`src/rtl/ps2_transmitter.sv`:
```
// ps2_transmitter: host-to-device PS/2 byte sender (inhibit, request, 8 data bits LSB first, odd parity, stop, device ACK)
// Ports: CLK100MHZ/CPU_RESETN (sync active-low) clock and reset; PS2_CLK/PS2_DATA sensed line levels;
// tx_data/tx_valid/tx_ready command handshake; ps2_clk_oe/ps2_data_oe open-drain pull-low enables;
// tx_done/tx_error single-cycle completion pulses.
module ps2_transmitter #(
  parameter int INHIBIT_CYCLES = 12_000,
  parameter int START_TIMEOUT_CYCLES = 1_500_000,
  parameter int PACKET_TIMEOUT_CYCLES = 200_000
) (
  input  logic       CLK100MHZ,
  input  logic       CPU_RESETN,
  input  logic       PS2_CLK,
  input  logic       PS2_DATA,
  input  logic [7:0] tx_data,
  input  logic       tx_valid,
  output logic       tx_ready,
  output logic       ps2_clk_oe,
  output logic       ps2_data_oe,
  output logic       tx_done,
  output logic       tx_error
);
  localparam int MAX_A = (INHIBIT_CYCLES > START_TIMEOUT_CYCLES) ? INHIBIT_CYCLES : START_TIMEOUT_CYCLES;
  localparam int MAX = (MAX_A > PACKET_TIMEOUT_CYCLES) ? MAX_A : PACKET_TIMEOUT_CYCLES;
  localparam int W = ($clog2(MAX) < 1) ? 1 : $clog2(MAX);
  localparam logic [2:0] IDLE = 3'd0, INHIBIT = 3'd1, REQ = 3'd2, START = 3'd3,
                         DATA = 3'd4, PARITY = 3'd5, STOP = 3'd6, WAIT_IDLE = 3'd7;
  logic [2:0] state_q, state_d, bit_q, bit_d;
  logic [W-1:0] cnt_q, cnt_d;
  logic [7:0] byte_q, byte_d;
  logic par_q, par_d;
  logic [1:0] clk_s_q, data_s_q;
  logic clk_prev_q, fe;
  logic ready_q, ready_d, clk_oe_q, clk_oe_d, data_oe_q, data_oe_d, done_q, done_d, err_q, err_d;
  assign fe = clk_prev_q & ~clk_s_q[1];
  always_comb begin
    state_d = state_q;
    cnt_d = (cnt_q != '0) ? cnt_q - 1'b1 : cnt_q;
    bit_d = bit_q;
    byte_d = byte_q;
    par_d = par_q;
    done_d = 1'b0;
    err_d = 1'b0;
    // one packet-wide budget covers DATA through WAIT_IDLE, so those states do not reload the counter
    if (state_q >= DATA && cnt_q == '0) begin
      state_d = IDLE;
      err_d = 1'b1;
    end else begin
      case (state_q)
        IDLE: if (tx_valid && ready_q) begin
          state_d = INHIBIT;
          cnt_d = W'(INHIBIT_CYCLES - 1);
          byte_d = tx_data;
          par_d = ~^tx_data;
        end
        INHIBIT: state_d = (cnt_q == '0) ? REQ : INHIBIT;
        REQ: begin
          state_d = START;
          cnt_d = W'(START_TIMEOUT_CYCLES - 1);
        end
        START: if (fe) begin
          state_d = DATA;
          bit_d = 3'd0;
          cnt_d = W'(PACKET_TIMEOUT_CYCLES - 1);
        end else if (cnt_q == '0) begin
          state_d = IDLE;
          err_d = 1'b1;
        end
        DATA: if (fe) begin
          state_d = (bit_q == 3'd7) ? PARITY : DATA;
          bit_d = (bit_q == 3'd7) ? bit_q : bit_q + 3'd1;
        end
        PARITY: state_d = fe ? STOP : PARITY;
        STOP: if (fe) begin
          state_d = data_s_q[1] ? IDLE : WAIT_IDLE;
          err_d = data_s_q[1];
        end
        WAIT_IDLE: if (clk_s_q[1] && data_s_q[1]) begin
          state_d = IDLE;
          done_d = 1'b1;
        end
        default: state_d = IDLE;
      endcase
    end
  end
  // outputs are decoded from the next state so every pin comes straight from a flop
  always_comb begin
    ready_d = (state_d == IDLE) && !done_d && !err_d;
    clk_oe_d = (state_d == INHIBIT) || (state_d == REQ);
    data_oe_d = (state_d == REQ) || (state_d == START) ||
                ((state_d == DATA) && !byte_d[bit_d]) || ((state_d == PARITY) && !par_d);
  end
  always_ff @(posedge CLK100MHZ) begin
    if (!CPU_RESETN) begin
      state_q <= IDLE;
      cnt_q <= '0;
      bit_q <= '0;
      byte_q <= '0;
      par_q <= 1'b0;
      clk_s_q <= 2'b11;
      data_s_q <= 2'b11;
      clk_prev_q <= 1'b1;
      ready_q <= 1'b1;
      clk_oe_q <= 1'b0;
      data_oe_q <= 1'b0;
      done_q <= 1'b0;
      err_q <= 1'b0;
    end else begin
      state_q <= state_d;
      cnt_q <= cnt_d;
      bit_q <= bit_d;
      byte_q <= byte_d;
      par_q <= par_d;
      clk_s_q <= {clk_s_q[0], PS2_CLK};
      data_s_q <= {data_s_q[0], PS2_DATA};
      clk_prev_q <= clk_s_q[1];
      ready_q <= ready_d;
      clk_oe_q <= clk_oe_d;
      data_oe_q <= data_oe_d;
      done_q <= done_d;
      err_q <= err_d;
    end
  end
  assign tx_ready = ready_q;
  assign ps2_clk_oe = clk_oe_q;
  assign ps2_data_oe = data_oe_q;
  assign tx_done = done_q;
  assign tx_error = err_q;
endmodule

```
`config.mk`:
```
export PLATFORM = sky130hd
export DESIGN_NAME = ps2_transmitter
export DESIGN_NICKNAME = d
export VERILOG_FILES = /design/src/rtl/ps2_transmitter.sv
export SDC_FILE = /design/constraint.sdc
export NUM_CORES = 1
export LEC_CHECK = 0
export ABC_AREA = 1
export BUFFER_PORTS_ARGS = -buffer_cell sky130_fd_sc_hd__buf_2
export CORE_ASPECT_RATIO = 1.5
export CORE_MARGIN = 1.5
export CORE_UTILIZATION = 30
export DETAILED_ROUTE_END_ITERATION = 16
export HOLD_SLACK_MARGIN = 0.02
export PLACE_DENSITY = 0.43
export REMOVE_ABC_BUFFERS = 1
export SLEW_MARGIN = 25
export SYNTH_ARGS = -nofsm -noshare
export SYNTH_HDL_FRONTEND = slang
export SYNTH_SLANG_ARGS = --single-unit
```
`constraint.sdc`:
```
create_clock -name CLK100MHZ -period 2.1 [get_ports CLK100MHZ]
set_input_delay 0 -clock CLK100MHZ [delete_from_list [all_inputs] [get_ports CLK100MHZ]]
set_output_delay 0 -clock CLK100MHZ [all_outputs]
set_load 0.02 [all_outputs]
```
== Word-level counts from Yosys, hierarchy flattened ==
Cells that the tools add are included.

* Register bits after elaboration: 46
* Bits in latches: 0
* RAM bits: 0
* ROM bits: 0
* Output and inout port bits: 5
* Word-level logic and storage cells: 90
* Memories: 0

* $add $sub $neg: 2
* $mul: 0
* Div/mod/pow operators: 0
* $lt $le $gt $ge: 2
* Eq/ne operators: 13
* Shifts and indexed selects: 0
* Muxes and demuxes: 38
* Bitwise operators: 2
* Reduce and logical (&&, ||, !) cells: 20

{| class="wikitable"
|+ Operator list
! kind !! number
|-
| $mux 21 || 4
|-
| $pmux 21 s3 || 1
|-
| $mux 3 || 12
|-
| $mux 8 || 3
|-
| $pmux 3 s8 || 1
|-
| $eq 3x3->1 const B || 7
|-
| $logic_not 21->1 || 1
|-
| $reduce_bool 21->1 || 1
|-
| $sub 21x1->21 const B || 1
|-
| $eq 3x2->1 const B || 4
|-
| $mux 1 || 12
|-
| $reduce_xnor 8->1 || 1
|-
| $logic_and 1x1->1 || 7
|-
| $eq 3x1->1 const B || 2
|-
| $logic_not 3->1 || 2
|-
| $pmux 3 s2 || 1
|-
| $logic_not 1->1 || 4
|-
| $logic_or 1x1->1 || 4
|-
| $lt 3x4->1 const B || 1
|-
| $mux 2 || 2
|-
| $add 3x1->3 const B || 1
|-
| $bmux 1 s3 || 1
|-
| $ge 3x3->1 const B || 1
|-
| $pmux 1 s2 || 1
|-
| 2 further kinds || 2
|}

== Depth between registers and ports, before layout ==
* Word-level depth: 11
* Mapped depth: 16
* Depth with buffers taken out: 16

== Worst setup path before layout ==
No wires, ideal clock.

* Kind: flip-flop to flip-flop
* From: register cnt_q[0]
* To: register cnt_q[18]
* Library setup time: 0.110 ns
* Arrival: 1.646 ns
* Required time: 1.990 ns
* Slack: 0.344 ns
* Stages on the path, launching flop included: 15
* Buffers on the path: 0
* Clock period less this slack: 1.756 ns
* Cell sequence: dfxtp_1 > inv_1 > ha_1 > nand2_2 > nor2_4 > nand3_4 > nand2_1 > nor2_1 > nand2_1 > nor2_1 > nand3b_1 > xor2_1 > nand2_1 > nand2_1 > nor2_1

* Longest elaborated chain between the ends: 5
* Elaborated cells between the ends (all ways): 9
* Those cells by class: add/sub: 1; mux: 5; reduce/logical: 3

{| class="wikitable"
|+ RTL lines
! item !! line !! text
|-
| start, declared || 28 || <nowiki>logic [W-1:0] cnt_q, cnt_d;</nowiki>
|-
| start signal, assigned || 109 || <nowiki>cnt_q <= cnt_d;</nowiki>
|-
| $sub 21x1->21 / $reduce_bool 21->1 (equally long branches) || 37 || <nowiki>cnt_d = (cnt_q != '0) ? cnt_q - 1'b1 : cnt_q;</nowiki>
|-
| $mux 21 || 37 ||
|-
| $mux 21 (on tied branches) || 60, 49 ||
|-
| $pmux 21 s3 || 48 || <nowiki>case (state_q)</nowiki>
|-
| $mux 21 (*) || 44 || <nowiki>if (state_q >= DATA && cnt_q == '0) begin</nowiki>
|}

Mark *: on every way between the ends. The rest lies on a longest branch, timed or not.
A chain may end at the register's enable or synchronous reset.

== Worst setup path in the final report ==
* From: register state_q[0]
* To: register data_oe_q, in the netlist ps2_data_oe

* Longest elaborated chain between the ends: 9
* Elaborated cells between the ends (all ways): 37
* Those cells by class: order compare: 1; eq/ne: 11; mux: 16; reduce/logical: 9

{| class="wikitable"
|+ RTL lines
! item !! line !! text
|-
| start, declared || 27 || <nowiki>logic [2:0] state_q, state_d, bit_q, bit_d;</nowiki>
|-
| start signal, assigned || 108 || <nowiki>state_q <= state_d;</nowiki>
|-
| $ge 3x3->1 (tied with other cells) || 44 ||
|-
| $logic_and 1x1->1 (tied with other cells) || 44 ||
|-
| $mux 8 / $mux 3 (equally long branches) || 44 ||
|-
| $bmux 1 s3 || 90 || <nowiki>((state_d == DATA) && !byte_d[bit_d]) || ((state_d == PARITY) && !par_d);</nowiki>
|-
| $mux 1 (not written as such) || 90 ||
|-
| $logic_not 1->1 || 90 ||
|-
| $logic_and 1x1->1 || 90 ||
|-
| $logic_or 1x1->1 || 89 || <nowiki>data_oe_d = (state_d == REQ) || (state_d == START) ||</nowiki>
|-
| $logic_or 1x1->1 (*) || 90 ||
|-
| end signal, assigned || 118 || <nowiki>data_oe_q <= data_oe_d;</nowiki>
|-
| end, declared || 33 || <nowiki>logic ready_q, ready_d, clk_oe_q, clk_oe_d, data_oe_q, data_oe_d, done_q, done_d, err_q, err_d;</nowiki>
|}

Mark *: on every way between the ends. The rest lies on a longest branch, timed or not. The select of a mux whose other input is x is not followed.

==> results.sh <==
export IMPL_numCtsBuffers=5
export IMPL_rsz0062_at_grt="no"
export IMPL_dp_cells=508
export IMPL_grt_ovfl_total=0
export IMPL_fp_dieH_um=118
export IMPL_port_buffers=17
export IMPL_synthAdderAreaFrac=0.00940
export IMPL_ios=18
export IMPL_synth_edf_count=0
export IMPL_min_period_over_period=0.921
export IMPL_status="finished clean"
export IMPL_worst_slew_pin_transition_ps=486
export IMPL_fp_row_count=41
export IMPL_tritoncts="built"
export IMPL_cts_sinks=46
export IMPL_synth_top_family_by_area="simple AND/OR/NAND/NOR gates"
export IMPL_drt_pass1_iterations=4
export IMPL_synth_top_area_frac=0.346
export IMPL_avgSynthCellArea_sq_um=7.06
export IMPL_grt_pass1_wl_um=12000
export IMPL_synth_top_area_cell="dfxtp_1"
export IMPL_drv_slew=0
export IMPL_first_global_vias=2586
export IMPL_setup_viol=0
export IMPL_whs_path_depth=3
export IMPL_n_antenna_cell=0
export IMPL_async_flop_share=0
export IMPL_crit_path_end_kind="flop"
export IMPL_crit_fanout=13
export IMPL_synth_seq_cells=46
export IMPL_holdCritPathClass="primary input to flop"
export IMPL_fin_cells=525
export IMPL_fin_tns_setup_ps=0
export IMPL_synthSimpleGateAreaFrac=0.397
export IMPL_area_delta_synth_final_pct=22.3
export IMPL_worstPathRequired_ps=2330
export IMPL_cp_arrival_ps=2170
export IMPL_routed_wl_um=7290
export IMPL_die_width_um=79.9
export IMPL_clk_latency_ps=290
export IMPL_grt_max_degree=33
export IMPL_antenna_found_initial=0
export IMPL_synth_area_sq_um=2660
export IMPL_start_util=0.313
export IMPL_ys_types=40
export IMPL_synth_cells=377
export IMPL_fmax_ghz=0.517
export IMPL_ys_flop_type="dfxtp_1"
export IMPL_crit_top_cell="nand3_1"
export IMPL_period_minus_slack_ps=1930
export IMPL_core_area_sq_um=8520
export IMPL_finalHoldViolCount=0
export IMPL_synth_compound_area_share=0.0987
export IMPL_ys_warnings_count=0
export IMPL_synthMuxAreaShare=0.0150
export IMPL_pre_cts_ws_ps=96.3
export IMPL_vias=2501
export IMPL_fin_util=0.382
export IMPL_fin_skew_ps=5.64
export IMPL_worstRegToRegCells=12
export IMPL_cts_buffer_depth=2
export IMPL_synth_xor_area_frac=0.0527
export IMPL_irDropWorstVdd_uv=484
export IMPL_synth_area_leaders="dfxtp_1 35%, nand2_1 10%, nor2_1 7.8%"
export IMPL_htree_levels=2
export IMPL_slew_headroom=0.675
export IMPL_grtUsageTotal=0.166
export IMPL_drc=0
export IMPL_fin_nets=432
export IMPL_drive_gt1_frac=0.246
export IMPL_hpwl_um=5650
export IMPL_clk_pin_slew_worst_paths_ps=60
export IMPL_ctsRootBufferMaster="clkbuf_16"
export IMPL_total_leakage_power_nw=1.57
export IMPL_via_per_inst=4.76
export IMPL_setup_ws_ps=166
export IMPL_wire_per_inst_um=13.9
export IMPL_maxCapViolations=0
export IMPL_crit_path_start_kind="flop"
export IMPL_critical_path_class="flop to flop"
export IMPL_p_per_area_nw_per_um2=922
export IMPL_ant_nets=0
export IMPL_fillerInstances=939
export IMPL_routabilityCongestion=0.813
export IMPL_final_common_cell="nand2_1"
export IMPL_final_cell_mix="70 x nand2_1, 52 x nor2_1, 46 x dfxtp_1"
export IMPL_die_area_sq_um=9460
export IMPL_slowest_stage="dfxtp_1"
export IMPL_max_stage_delay_ps=500
export IMPL_synth_seq_area_share=0.346
export IMPL_drtIter0Drc=84
export IMPL_crit_chain="inv_2, nand2_4, nor2_4, nand2_4, inv_2, o21ai_0, nand3_1, nand3_1, nand2_1, nand2_1, nand3_1, a21oi_2"
==> worst max-delay path, delay by kind of cell (launching register included) <==
| family | cells | cell delay, ps |
|---|---|---|
| buf+inv | 2 | 210 |
| simple gates | 8 | 710 |
| flops | 1 | 500 |
| compound gates | 2 | 430 |
==> what timing repair did <==
action	in CTS	in global routing
setup buffers	0	5
endpoints found under the hold margin	5	0
resized for setup	0	13
hold buffers	4	0
setup endpoints to repair	0	9
==> final cells by class <==
cell class | count | area [sq um] | area share
clock buffer | 6 | 139 | 0.0427
clock inverter | 2 | 60.1 | 0.0184
inverter | 42 | 160 | 0.0492
multi-input combinational | 282 | 1570 | 0.482
sequential | 46 | 921 | 0.283
tap | 107 | 134 | 0.0411
timing repair buffer | 40 | 272 | 0.0834
==> path summary, 6_finish.rpt <==
kind	slack, ps	from	end
hold / removal	10	tx_data[5]	byte_q[5]
setup / recovery	170	state_q[0]	ps2_data_oe
setup reg to reg	170	state_q[0]	ps2_data_oe
hold reg to reg	410	data_s_q[0]	data_s_q[1]
==> registers in the layout, summed over array words and instances (netlist names) <==
register and count:
par_q 1, ps2_clk_oe 1, tx_done 1, clk_prev_q 1
bit_q 3, state_q 3, cnt_q 21, data_s_q 2
byte_q 8, clk_s_q 2, ps2_data_oe 1, tx_ready 1
tx_error 1
==> power breakdown <==
group,leakage [nW],internal (mW),switching [mW],total (mW)
Clock,0.0971,0.715,0.347,1.06
Sequential,0.378,0.974,0.0870,1.06
Combinational,1.09,0.339,0.539,0.878
Total,1.57,2.03,0.973,3.00
==> synthesized netlist by cell type (all sizes together), types with 2 or more instances <==
cell and n:
nand3 31, nor2 67, clkinv 2, clkbuf 3
nand3b 2, nor4 3, o21ai 18, nor3 10
inv 40, nand2 84, mux2i 4, a31oi 5
nand4 6, or2 10, xnor2 8, ha 2
dfxtp 46, xor2 8, a21oi 19, buf 4
==> layer usage <==
| layer | GRT usage | wire length, um |
|---|---|---|
| met1 | 0.166 | 2770 |
| met2 | 0.325 | 4170 |
| met3 | 0.0278 | 181 |
| met4 | 0.0614 | 173 |
| met5 | 0 | 0 |
==> through the flow <==
step / cell area, sq um / total power, mW / hold slack, ps
2_1_floorplan: 2610 / 1.68 / 68.9
3_3_place_gp: 2930 / 1.92 / 187
3_5_place_dp: 2930 / 1.91 / 190
4_1_cts: 3170 / 3.00 / 24.9
5_1_grt: 3260 / 3.19 / 45.6
6_report: 3260 / 3.00 / 10.9
==> cell families (layout without fill, tap and decap cells) <==
group / count (synthesis) / count (layout)
fa+ha+maj: 2 / 2
buf+inv: 49 / 90
flops: 46 / 46
simple gates: 213 / 213
xor+xnor: 16 / 16
mux: 4 / 4
compound gates: 47 / 47
No activity file was read; power rests on OpenSTA's default activity.
